$ cat src/rtl/core2ahb_master.sv
// Core request/response to AHB-Lite single-transfer master with address and data pipeline slots.
// Define CORE2AHB_STAT_EN to add the stat_xfer_o / stat_wait_o transfer and wait-cycle counters.
module core2ahb_master #(
   parameter int unsigned BUS_W = 32
) (
   input  logic             HCLK,
   input  logic             HRST,
   input  logic             req_valid_i,
   output logic             req_ready_o,
   input  logic [BUS_W-1:0] req_addr_i,
   input  logic [BUS_W-1:0] req_wdata_i,
   input  logic             req_write_i,
   input  logic [2:0]       req_size_i,
   output logic             rsp_valid_o,
   output logic [BUS_W-1:0] rsp_rdata_o,
   output logic             rsp_err_o,
   output logic [BUS_W-1:0] HADDR_o,
   output logic             HWRITE_o,
   output logic [2:0]       HSIZE_o,
   output logic [1:0]       HTRANS_o,
   output logic [2:0]       HBURST_o,
   output logic [3:0]       HPROT_o,
   output logic [BUS_W-1:0] HWDATA_o,
   input  logic [BUS_W-1:0] HRDATA_i,
   input  logic             HREADY_i,
   input  logic             HRESP_i
`ifdef CORE2AHB_STAT_EN
   ,
   output logic [31:0]      stat_xfer_o,
   output logic [31:0]      stat_wait_o
`endif
);

   localparam logic [1:0] HTRANS_IDLE   = 2'b00;
   localparam logic [1:0] HTRANS_NONSEQ = 2'b10;
   localparam logic [2:0] HSIZE_MAX     = 3'd2;

   // A slot: address phase; a_err marks requests that must answer ERROR without a bus transfer
   logic             a_valid_q, a_valid_d;
   logic             a_err_q, a_err_d;
   logic             a_write_q, a_write_d;
   logic [2:0]       a_size_q, a_size_d;
   logic [BUS_W-1:0] a_addr_q, a_addr_d;
   logic [BUS_W-1:0] a_wdata_q, a_wdata_d;
   // D slot: data phase
   logic             d_valid_q, d_valid_d;
   logic             d_err_q, d_err_d;
   logic             d_write_q, d_write_d;
   logic [1:0]       htrans_q, htrans_d;
   logic [BUS_W-1:0] hwdata_q, hwdata_d;
   logic             err_cancel_q, err_cancel_d;
   logic             rsp_valid_q, rsp_valid_d;
   logic             rsp_err_q, rsp_err_d;
   logic [BUS_W-1:0] rsp_rdata_q, rsp_rdata_d;

   logic err_first_c, a_adv_c, d_done_c, accept_c;

   assign err_first_c = d_valid_q && !d_err_q && !HREADY_i && HRESP_i;
   assign a_adv_c     = a_valid_q && HREADY_i;
   assign d_done_c    = d_valid_q && HREADY_i;
   assign req_ready_o = (!a_valid_q || HREADY_i) && !(err_cancel_q || err_first_c);
   assign accept_c    = req_valid_i && req_ready_o;

   always_comb begin
      a_valid_d    = a_valid_q;
      a_err_d      = a_err_q;
      a_write_d    = a_write_q;
      a_size_d     = a_size_q;
      a_addr_d     = a_addr_q;
      a_wdata_d    = a_wdata_q;
      d_valid_d    = d_valid_q;
      d_err_d      = d_err_q;
      d_write_d    = d_write_q;
      hwdata_d     = hwdata_q;
      err_cancel_d = err_cancel_q;
      rsp_valid_d  = 1'b0;
      rsp_err_d    = rsp_err_q;
      rsp_rdata_d  = rsp_rdata_q;

      if (accept_c) begin
         a_valid_d = 1'b1;
         a_err_d   = req_size_i > HSIZE_MAX;
         a_write_d = req_write_i;
         a_size_d  = req_size_i;
         a_addr_d  = req_addr_i;
         a_wdata_d = req_wdata_i;
      end else if (a_adv_c) begin
         a_valid_d = 1'b0;
      end

      // First ERROR cycle: withdraw the pending address phase, it answers ERROR later
      if (err_first_c && a_valid_q) begin
         a_err_d = 1'b1;
      end

      if (a_adv_c) begin
         d_valid_d = 1'b1;
         d_err_d   = a_err_q;
         d_write_d = a_write_q;
         hwdata_d  = a_wdata_q;
      end else if (d_done_c) begin
         d_valid_d = 1'b0;
      end

      if (err_first_c) begin
         err_cancel_d = 1'b1;
      end else if (d_done_c && !(a_valid_q && a_err_q)) begin
         err_cancel_d = 1'b0;
      end

      if (d_done_c) begin
         rsp_valid_d = 1'b1;
         rsp_err_d   = d_err_q || HRESP_i;
         rsp_rdata_d = (d_write_q || d_err_q) ? '0 : HRDATA_i;
      end

      htrans_d = (a_valid_d && !a_err_d) ? HTRANS_NONSEQ : HTRANS_IDLE;
   end

   always_ff @(posedge HCLK) begin
      if (HRST) begin
         a_valid_q    <= 1'b0;
         a_err_q      <= 1'b0;
         a_write_q    <= 1'b0;
         a_size_q     <= '0;
         a_addr_q     <= '0;
         a_wdata_q    <= '0;
         d_valid_q    <= 1'b0;
         d_err_q      <= 1'b0;
         d_write_q    <= 1'b0;
         htrans_q     <= HTRANS_IDLE;
         hwdata_q     <= '0;
         err_cancel_q <= 1'b0;
         rsp_valid_q  <= 1'b0;
         rsp_err_q    <= 1'b0;
         rsp_rdata_q  <= '0;
      end else begin
         a_valid_q    <= a_valid_d;
         a_err_q      <= a_err_d;
         a_write_q    <= a_write_d;
         a_size_q     <= a_size_d;
         a_addr_q     <= a_addr_d;
         a_wdata_q    <= a_wdata_d;
         d_valid_q    <= d_valid_d;
         d_err_q      <= d_err_d;
         d_write_q    <= d_write_d;
         htrans_q     <= htrans_d;
         hwdata_q     <= hwdata_d;
         err_cancel_q <= err_cancel_d;
         rsp_valid_q  <= rsp_valid_d;
         rsp_err_q    <= rsp_err_d;
         rsp_rdata_q  <= rsp_rdata_d;
      end
   end

   assign HADDR_o     = a_addr_q;
   assign HWRITE_o    = a_write_q;
   assign HSIZE_o     = a_size_q;
   assign HTRANS_o    = htrans_q;
   assign HWDATA_o    = hwdata_q;
   assign HBURST_o    = 3'b000;
   assign HPROT_o     = 4'b0011;
   assign rsp_valid_o = rsp_valid_q;
   assign rsp_err_o   = rsp_err_q;
   assign rsp_rdata_o = rsp_rdata_q;

`ifdef CORE2AHB_STAT_EN
   logic [31:0] stat_xfer_q, stat_xfer_d;
   logic [31:0] stat_wait_q, stat_wait_d;

   // Free-running wrap-around counters of completed data phases and data-phase wait cycles
   always_comb begin
      stat_xfer_d = stat_xfer_q;
      stat_wait_d = stat_wait_q;
      if (d_done_c) begin
         stat_xfer_d = stat_xfer_q + 32'd1;
      end
      if (d_valid_q && !HREADY_i) begin
         stat_wait_d = stat_wait_q + 32'd1;
      end
   end

   always_ff @(posedge HCLK) begin
      if (HRST) begin
         stat_xfer_q <= '0;
         stat_wait_q <= '0;
      end else begin
         stat_xfer_q <= stat_xfer_d;
         stat_wait_q <= stat_wait_d;
      end
   end

   assign stat_xfer_o = stat_xfer_q;
   assign stat_wait_o = stat_wait_q;
`endif

endmodule
$ cat config.mk
export PLATFORM = sky130hd
export DESIGN_NAME = core2ahb_master
export DESIGN_NICKNAME = d
export VERILOG_FILES = /design/src/rtl/core2ahb_master.sv
export SDC_FILE = /design/constraint.sdc
export NUM_CORES = 1
export LEC_CHECK = 0
export CAP_MARGIN = 20
export CORE_MARGIN = 4
export CORE_UTILIZATION = 35
export CTS_CLUSTER_DIAMETER = 30
export DETAILED_ROUTE_END_ITERATION = 10
export GPL_TIMING_DRIVEN = 0
export MAX_ROUTING_LAYER = met4
export PLACE_DENSITY_LB_ADDON = 0.2
export RECOVER_POWER = 25
export SLEW_MARGIN = 20
export SYNTH_ARGS = -nofsm -noshare
export SYNTH_HDL_FRONTEND = slang
export SYNTH_SLANG_ARGS = --single-unit
$ cat constraint.sdc
create_clock -name HCLK -period 1.2 [get_ports HCLK]
set_input_delay 0.24 -clock HCLK [delete_from_list [all_inputs] [get_ports HCLK]]
set_output_delay 0.24 -clock HCLK [all_outputs]
set_load 0.05 [all_outputs]
==> results.md <==
* Status: finished, violations left
* Failing checks: setup timing
* Buf+Inv Stages, Crit Path at 1
* PwrDens at 1380 mW/mm^2
* DR DRC count at 0
* Layout cells sized above 1 at 0.464
* Final core area utilization at 0.669
* CTS max path bufs at 2
* Slowest library cell on the worst path: dfxtp_2
* Reg2reg end: HADDR_o[20]$_SDFFE_PP0N_
* Nets@finish at between 900 and 1000
* Die Y at 126 um
* CORE AREA at 0.0138 sq mm
* Clk root buf: clkbuf_16
* Critical path arrival at 1.25 ns
* Setup TNS at -15.59 ns
* Initial antenna violation count at 1
* Skew final at ~0.0059 ns
* Largest net degree at the start of global routing at 17
* DR iter-0 viols at 235
* Hold crit path type: in -> reg
* Starting density of the core at 0.355
* R2R depth at 7
* Placer congestion estimate at 0.743
* RSZ-0062 raised after global routing: true
* Sink Count at ~140
* Type of origin of the critical path: register
* Vias in the first global route at around 5000
* Total gr overflow at 0
* Final count of hold timing violations at 0
* Num CTS Buffers at 17
* Slew @ Worst Pin at 0.722 ns
* Peak VDD IR at ~0.00080 V
* WP depth at 3
* Critical path endpoint: req_ready_o
* Row count at 43
* CTS tree: done
* Family with the most delay on the worst path: simple AND/OR/NAND/NOR gates
* Slew margin rel. at 0.519
* Reg-to-reg startpoint: d_err_q$_SDFFE_PP0P_
* FMAX at 670 MHz
* Vias at about 5000
* Crit Path Class: reg -> out
* Syn Inst Count at 592
* Die X-Extent at 126 um
* Max Slew Vio Count at 0
* # hold bufs at CTS at 0
* Area Overhead vs Synth at 88.5%
* CP endpoint kind: output pin
* Final wirelength at between 15000 and 20000 um
* CP Cell Sequence: nand4bb_4 -> and3_4 -> buf_8
* Port bufs at 207
* CP max stage delay at 0.32 ns
* Die area at about 0.016 sq mm
* Distinct cells, synth at 23
* Via density at 4.83
* Leak Pwr at about 3.8 nW
* Drt pass-1 iters at 4
* Antenna-violating nets left at 0
* Final WS setup at -0.292 ns
* Crit-path max FO at 2
* Fin crit share at 1.24
* Flop-to-flop setup slack at -0.25 ns
* Hpwl dp at 10900 um
* Max_cap viols at 0
* Ports at 217
* CTS H-Tree Depth at 4
* Fin crit period at 1.49 ns
* Mapped cell area at 0.00491 sq mm
* Avg Cell Area, Syn at 8.29 sq um
* Register area share after synthesis at 0.575
* Endpoints failing setup at 105
* Required @ worst endpoint at ~0.96 ns
* First-pass GRT wire length at 24600 um
* Skew-Pair Late Insertion Delay at approximately 0.41 ns
* FF+latch count, synth at 141
* Total track usage at 0.197
* Routed len/inst at between 15 and 20 um
* Ys Warns at 0
* Tot Pwr at 12.8 mW
* Critical Path Source: d_err_q$_SDFFE_PP0P_
* CTS clk-pin slew, worst paths at 0.05 ns
-- cell families after synthesis --
| logic type | synth area share |
|---|---|
| AND/OR/NAND/NOR | 0.206 |
| AO/OA/AOI/OAI | 0.161 |
| flip-flops | 0.575 |
| buffers and inverters | 0.0543 |
| other | 0.00153 |
| multiplexers | 0.00204 |
-- layout by cell type (no fill, tap or decap), types with 2 or more instances in the layout --
cell type,instances
nand2_1,137
buf_6,113
clkdlybuf4s50_1,102
dfxtp_1,79
a21oi_2,66
dfxtp_2,61
nand2_4,51
a21oi_1,41
nor2_1,36
a22oi_1,32
clkbuf_16,20
nand2_2,18
buf_4,18
clkbuf_1,16
buf_12,10
clkbuf_2,9
conb_1,8
buf_8,7
clkbuf_8,5
clkinvlp_4,5
bufinv_16,3
inv_1,2
clkbuf_4,2
nor2b_1,2
-- per-layer routing --
metal / vias up / global-route usage / routed length [um]
met5: - / - / 0
met4: 0 / 0.0789 / 342
met3: 29 / 0.0648 / 1010
met2: 168 / 0.321 / 8370
met1: 2390 / 0.224 / 6790
li1: 2434 / - / -
-- report_power, final --
| group | switching [mW] | leakage, nW | internal [mW] |
|---|---|---|---|
| clock network | 1.95 | 0.294 | 3.54 |
| logic | 1.26 | 2.28 | 1.04 |
| registers | 0.127 | 1.18 | 4.89 |
-- timing repair --
item | 4_1_cts | 5_1_grt
gates cloned | 8 | 3
gates resized for setup | 804 | 265
buffers inserted | 11 | 2
endpoints found under the setup margin | 240 | 204
pin swaps | 12 | 50
-- per-stage QoR --
stage / setup WS [ns] / instances / area [sq um] / hold WS, ns
after CTS: -0.328 / 1034 / 8360 / 0.122
final: -0.292 / 1039 / 9250 / 0.135
after detailed placement: -1.09 / 985 / 7250 / 0.443
after global routing: -0.334 / 1039 / 9250 / 0.142
after floorplan: -0.142 / 598 / 4950 / 0.376
after global placement: -1.09 / 985 / 7250 / 0.438
-- how the worst min path moves through the flow --
stage / start / end / cells after the start
after floorplan: req_wdata_i[0] / a_wdata_q[0]$_SDFFE_PP0N_ / 2
after CTS: HRST / a_valid_q$_SDFF_PP0_ / 2
after global placement: a_wdata_q[30]$_SDFFE_PP0N_ / HWDATA_o[30]$_SDFFE_PP0P_ / 2
after detailed placement: a_wdata_q[20]$_SDFFE_PP0N_ / HWDATA_o[20]$_SDFFE_PP0P_ / 2
final: HRST / a_valid_q$_SDFF_PP0_ / 2
after global routing: HRST / a_valid_q$_SDFF_PP0_ / 2
-- cells in the mapped netlist, drive strengths merged --
library cell | instances | share of area
a21oi | 107 | 0.11
nor2 | 36 | 0.028
o21ai | 1 | 0.0010
nand4bb | 1 | 0.0056
and4 | 1 | 0.0018
and3 | 1 | 0.0013
o21ba | 1 | 0.0020
nand4 | 1 | 0.0025
dfxtp | 141 | 0.58
clkbuf | 27 | 0.021
buf | 25 | 0.032
a22oi | 32 | 0.049
conb | 2 | 0.0015
nor2b | 2 | 0.0025
mux2i | 1 | 0.0020
nand2b | 2 | 0.0025
inv | 2 | 0.0015
nor3 | 1 | 0.0020
nand2 | 206 | 0.16
and2 | 2 | 0.0025
-- worst register-to-register path: cells and delay by family, from the launching register on --
family / cells / cell delay [ns]
flip-flops: 1 / 0.32
AO/OA/AOI/OAI: 1 / 0.05
AND/OR/NAND/NOR: 3 / 0.48
buffers and inverters: 3 / 0.46
-- flip-flops by register name, summed over array words and instances (netlist names) --
name	count
rsp_err_o	1
HSIZE_o	3
d_write_q	1
d_err_q	1
rsp_valid_o	1
HWRITE_o	1
d_valid_q	1
HADDR_o	32
rsp_rdata_o	32
err_cancel_q	1
HTRANS_o	1
a_err_q	1
a_wdata_q	32
HWDATA_o	32
a_valid_q	1
-- layout make-up --
cell class | instances | area, sq um
Timing Repair Buffer | 230 | 2520
Tap cell | 180 | 225
Clock buffer | 23 | 498
Sequential cell | 141 | 2900
Fill cell | 1079 | 4580
Inverter | 2 | 7.51
Multi-Input combinational cell | 403 | 2550
Clock inverter | 9 | 133
Buffer | 50 | 417
Antenna cell | 1 | 2.50
(Power assumes the default switching activity.)
